[src/rtl/add_tree_pkg.sv]
// Shared sizing helpers for the pipelined adder tree: level count, per-level
// element count and bit offsets of each level inside the top-level flat bus.
package add_tree_pkg;

    localparam int MAX_WIDTH = 32;
    localparam int MAX_N     = 64;

    function automatic int level_count(input int n);
        return $clog2(n);
    endfunction

    // ceil(n / 2^k), computed by repeated ceiling halving
    function automatic int elem_count(input int n, input int k);
        int c;
        c = n;
        for (int j = 0; j < k; j++) begin
            c = (c + 32'sd1) / 32'sd2;
        end
        return c;
    endfunction

    function automatic int bus_offset(input int n, input int w, input int k);
        int off;
        off = 32'sd0;
        for (int j = 0; j < k; j++) begin
            off = off + elem_count(n, j) * (w + j);
        end
        return off;
    endfunction

endpackage

[src/rtl/add_tree_level.sv]
// One registered pairwise-add level of the adder tree; an odd trailing element
// is zero-extended and registered without an adder. Carries its valid bit.
module add_tree_level
    import add_tree_pkg::*;
#(
    parameter int IN_W   = 6,
    parameter int IN_CNT = 5
) (
    input  logic                                  clk,
    input  logic                                  rst,
    input  logic                                  en,
    input  logic [IN_CNT*IN_W-1:0]                din,
    input  logic                                  valid_in,
    output logic [((IN_CNT+1)/2)*(IN_W+1)-1:0]    dout,
    output logic                                  valid_out
);

    localparam int OUT_W   = IN_W + 1;
    localparam int OUT_CNT = (IN_CNT + 1) / 2;

    logic [OUT_CNT*OUT_W-1:0] sum_s;
    logic [OUT_CNT*OUT_W-1:0] data_r;
    logic                     valid_r;

    for (genvar i = 0; i < OUT_CNT; i++) begin : g_pair
        if (2*i + 1 < IN_CNT) begin : g_add
            assign sum_s[i*OUT_W +: OUT_W] = OUT_W'(din[(2*i)*IN_W +: IN_W])
                                           + OUT_W'(din[(2*i+1)*IN_W +: IN_W]);
        end else begin : g_pass
            assign sum_s[i*OUT_W +: OUT_W] = OUT_W'(din[(2*i)*IN_W +: IN_W]);
        end
    end

    // Level register: data advances on every enabled edge regardless of valid
    always_ff @(posedge clk or negedge rst) begin
        if (!rst) begin
            data_r  <= '0;
            valid_r <= 1'b0;
        end else if (en) begin
            data_r  <= sum_s;
            valid_r <= valid_in;
        end
    end

    assign dout      = data_r;
    assign valid_out = valid_r;

endmodule

[src/rtl/add_tree.sv]
// Pipelined unsigned adder tree summing N operands over $clog2(N) levels.
// Optional macro ADD_TREE_OUT_REG_EN adds one output register stage.
module add_tree
    import add_tree_pkg::*;
#(
    parameter int WIDTH = 6,
    parameter int N     = 5
) (
    input  logic                             clk,
    input  logic                             rst,
    input  logic                             en,
    input  logic [WIDTH-1:0]                 in [N-1:0],
    input  logic                             valid_in,
    output logic [WIDTH+level_count(N)-1:0]  out,
    output logic                             valid_out
);

    localparam int L     = level_count(N);
    localparam int OW    = WIDTH + L;
    localparam int TOTAL = bus_offset(N, WIDTH, L + 1);

    // All levels packed back to back; level k starts at bus_offset(N, WIDTH, k)
    logic [TOTAL-1:0] bus_s;
    logic [L:0]       vbus_s;

    for (genvar i = 0; i < N; i++) begin : g_in
        assign bus_s[i*WIDTH +: WIDTH] = in[i];
    end
    assign vbus_s[0] = valid_in;

    for (genvar k = 1; k <= L; k++) begin : g_lvl
        localparam int IN_OFF  = bus_offset(N, WIDTH, k - 1);
        localparam int IN_CNT  = elem_count(N, k - 1);
        localparam int IN_W    = WIDTH + k - 1;
        localparam int OUT_OFF = bus_offset(N, WIDTH, k);
        localparam int OUT_LEN = elem_count(N, k) * (WIDTH + k);

        add_tree_level #(
            .IN_W   (IN_W),
            .IN_CNT (IN_CNT)
        ) u_level (
            .clk       (clk),
            .rst       (rst),
            .en        (en),
            .din       (bus_s[IN_OFF +: IN_CNT*IN_W]),
            .valid_in  (vbus_s[k-1]),
            .dout      (bus_s[OUT_OFF +: OUT_LEN]),
            .valid_out (vbus_s[k])
        );
    end

`ifdef ADD_TREE_OUT_REG_EN
    logic [OW-1:0] out_r;
    logic          valid_r;

    // Extra output stage, gated and reset exactly like the tree levels
    always_ff @(posedge clk or negedge rst) begin
        if (!rst) begin
            out_r   <= '0;
            valid_r <= 1'b0;
        end else if (en) begin
            out_r   <= bus_s[bus_offset(N, WIDTH, L) +: OW];
            valid_r <= vbus_s[L];
        end
    end

    assign out       = out_r;
    assign valid_out = valid_r;
`else
    assign out       = bus_s[bus_offset(N, WIDTH, L) +: OW];
    assign valid_out = vbus_s[L];
`endif

endmodule

[config.mk]
export PLATFORM = sky130hd
export DESIGN_NAME = add_tree
export DESIGN_NICKNAME = d
export VERILOG_FILES = /design/src/rtl/add_tree_pkg.sv /design/src/rtl/add_tree_level.sv /design/src/rtl/add_tree.sv
export SDC_FILE = /design/constraint.sdc
export NUM_CORES = 1
export LEC_CHECK = 0
export CAP_MARGIN = 0
export CELL_PAD_IN_SITES_DETAIL_PLACEMENT = 0
export CELL_PAD_IN_SITES_GLOBAL_PLACEMENT = 2
export CORE_ASPECT_RATIO = 0.6
export CORE_MARGIN = 3
export CORE_UTILIZATION = 35
export DETAILED_ROUTE_END_ITERATION = 7
export PLACE_DENSITY = 0.84
export SLEW_MARGIN = 30
export SYNTH_ARGS = -nofsm -noshare
export SYNTH_HDL_FRONTEND = slang
export SYNTH_SLANG_ARGS = --single-unit
[constraint.sdc]
create_clock -name clk -period 2.2 [get_ports clk]
set_input_delay 0.44 -clock clk [delete_from_list [all_inputs] [get_ports clk]]
set_output_delay 0.44 -clock clk [all_outputs]
set_load 0.02 [all_outputs]
==> impl_metrics.py <==
metrics = {
    "logic_synthesis": {
        "synth.distinct_cells": 38,
        "netlist_area_um2": 2690,
        "synthFlopType": "dfrtp_1",
        "postSynthCellCount": 235,
        "yosys-top-cells-area": "dfrtp_1 43%, mux2_2 13%, ha_1 12%, buf_4 3.1%, a21oi_1 3.0%",
        "yosysTopAreaCellShare": 0.428,
        "synth_edf_count": 0,
        "postSynth.asyncResetShare": 1.00,
        "synth_warnings": 0,
        "synth_top_area_cell": "dfrtp_1",
        "ys_seq_area_frac": 0.428,
        "ys_ff_latch": 46,
        "syn_avg_cell_area_um2": 11.4,
        "synth_nets": 298,
    },
    "global_routing": {
        "antenna_found_initial": 0,
        "grt_usage": 0.127,
        "overflow": 0,
        "grt_pass1_wl_um": 8740,
        "grt_pass1_vias": 1811,
        "grt_max_degree": 32,
    },
    "cts": {
        "cts-root-buf": "clkbuf_16",
        "cts_buffers": 5,
        "cts_buffer_depth": 2,
        "cts_tree": "yes",
        "clk_latency_ns": 0.29,
        "htree_levels": 2,
        "clk_pin_slew_ns": 0.06,
        "clock_sinks": 46,
        "hold_buffers": 0,
    },
    "critical_path": {
        "path_max_fanout": 2,
        "crit_family": "adder cells",
        "cp.depth": 9,
        "required_ns": 2.38,
        "ff2ff_path_depth": 7,
        "regToRegSetupSlack_ns": 0.19,
        "arrival_ns": 2.19,
        "path_buf_inv": 2,
        "startpoint_type": "input port",
        "slowest_delay_ns": 0.46,
        "crit_chain": "clkdlybuf4s50_1 -> ha_1 -> inv_1 -> fa_1 -> nor2b_1 -> o21ai_0 -> nand2b_1 -> xor2_1 -> mux2_2",
        "reg2reg_from": "g_lvl[2].u_level.dout[0]",
        "end_kind": "register",
        "cp_slowest_cell": "clkdlybuf4s50_1",
        "crit_start": "in[0]",
        "crit_type": "in -> reg",
    },
    "sta": {
        "post-route-period-util": 0.914,
        "rsz0062_at_grt": "no",
        "slew-limit-headroom": 0.660,
        "clock_skew_ns": 0.00570,
        "worst_pin_slew_ns": 0.509,
        "drv_slew": 0,
        "fin_hold_ws_ns": 0.115,
        "hold_violations": 0,
        "fmax_ghz": 0.497,
        "fin_crit_ns": 2.01,
        "setup_viol": 0,
    },
    "drt": {
        "route.met3.wl_um": 216,
        "wl_um": 4900,
        "antenna_left": 0,
        "vias": 1782,
        "avgRoutedWirePerCell_um": 12.8,
        "wl_met2_um": 1830,
        "top_layer": "met4",
        "m1WireLength_um": 2770,
        "drt_iter0_drc": 55,
        "dr.pass1.iters": 4,
        "viasPerCell": 4.65,
        "drc": 0,
    },
    "power_and_ir_drop": {
        "p_int_mw": 2.34,
        "p_per_area_nw_per_um2": 1020,
        "irDropWorstVdd_mv": 0.394,
        "seqPwrFrac": 0.354,
        "comb_power_share": 0.396,
        "clock_power_share": 0.250,
        "sw_frac_of_total": 0.323,
        "p_switching_mw": 1.12,
        "p_leak_nw": 1.46,
        "power_mw": 3.46,
    },
    "final_layout": {
        "num_antenna_cells": 0,
        "syn_to_final_growth_pct": 25.9,
        "layout_commonest_cell": "dfrtp_1",
        "register_area_um2": 1150,
        "layout_common_cells": "46 x dfrtp_1, 41 x clkdlybuf4s50_1, 32 x mux2_2",
        "multi_input_area_um2": 1380,
        "fillers": 722,
        "layout-drive-gt1-share": 0.197,
        "finalNetCount": 341,
    },
    "place": {
        "place_congestion": 0.800,
        "port_buffers": 43,
        "dp_hpwl_um": 3790,
    },
    "hold_path": {
        "min_path_type": "in -> async",
    },
    "floorplan": {
        "dieWidth_um": 119,
        "coreArea_um2": 7360,
        "ioPinCount": 44,
        "die_h_um": 73.9,
        "dieArea_um2": 8800,
        "start_util": 0.365,
        "rows": 24,
    },
    "outcome": {
        "status": "completed",
    },
    "flow_run": {
        "drv_cap": 0,
    },
}
[cell families after synthesis]
family,after synthesis,share of synthesized area
AO/OA/AOI/OAI,57,0.132
flip-flops,46,0.428
multiplexers,34,0.141
buffers and inverters,30,0.0614
adder cells (fa/ha/maj),29,0.146
AND/OR/NAND/NOR,26,0.0484
XOR/XNOR,13,0.0423
[per-layer routing]
layer | global-route usage | vias up
met4 | 0.0539 | 0
met2 | 0.172 | 34
met3 | 0.0377 | 8
met5 | 0 | -
met1 | 0.185 | 821
li1 | - | 919
[power groups by stage]
stage	sequential, mW	combinational (mW)	clock, mW
global route	1.27	1.56	0.933
detailed placement	1.25	1.37	0
finish	1.23	1.37	0.865
floorplan	1.21	1.06	0
global placement	1.24	1.35	0
CTS	1.23	1.37	0.894
[worst reg2reg max path: cells and delay by family, from the launching register on]
| kind | cells | cell delay [ns] |
|---|---|---|
| AOI/OAI and AO/OA | 4 | 0.77 |
| and+or+nand+nor | 1 | 0.09 |
| adders and majority gates | 2 | 0.66 |
| DFF | 1 | 0.39 |
[final cells by class]
cell class	instances	share of cell area
multi-input cells	159	0.408
well taps	104	0.0384
repair buffers	52	0.148
flip-flops and latches	46	0.340
clock buffers	5	0.0370
clock inverters	3	0.0133
inverters	14	0.0155
[state kept, by name, summed over array words and instances (netlist names)]
signal,cells
g_lvl.u_level.dout,43
g_lvl.u_level.valid_out,3
[cell usage after synthesis, types with 2 or more instances]
master and count:
o21a_1 3, nor3_1 2, mux2_2 32, buf_2 3
o21ai_0 16, nor2_1 6, ha_1 25, inv_1 14
mux2i_1 2, dfrtp_1 46, buf_4 11, xnor2_1 8
xor2_1 5, fa_1 4, nand2_1 8, a21oi_1 16
a211oi_1 5, o21bai_1 4, nor2b_1 3, a21o_1 3
nand2b_1 2
[per-stage QoR]
step / TNS (ns) / utilization / area (um^2) / worst slack [ns] / std cells
floorplan: 0 / - / 2690 / 0.304 / 235
global placement: -0.158 / 0.436 / 3210 / -0.0750 / 375
detailed placement: -0.264 / 0.436 / 3210 / -0.114 / 375
CTS: 0 / 0.459 / 3380 / 0.0852 / 383
global route: 0 / 0.460 / 3380 / 0.0333 / 383
finish: 0 / 0.460 / 3380 / 0.189 / 383
[what timing repair did]
action / 4_1_cts / 5_1_grt
buffers inserted: 0 / 0
resized for setup: 0 / 2
endpoints found under the setup margin: 0 / 2
endpoints found under the hold margin: 0 / 0
[final timing paths]
check,endpoint
max in group asynchronous,g_lvl[2].u_level.dout[6]
min in group clk,g_lvl[3].u_level.dout[4]
worst min-delay path,g_lvl[3].u_level.dout[6]
worst max-delay path,g_lvl[1].u_level.dout[4]
worst min register to register,g_lvl[3].u_level.dout[4]
worst max register to register,g_lvl[3].u_level.dout[6]
Note: power is estimated with default switching activity, not from simulation.
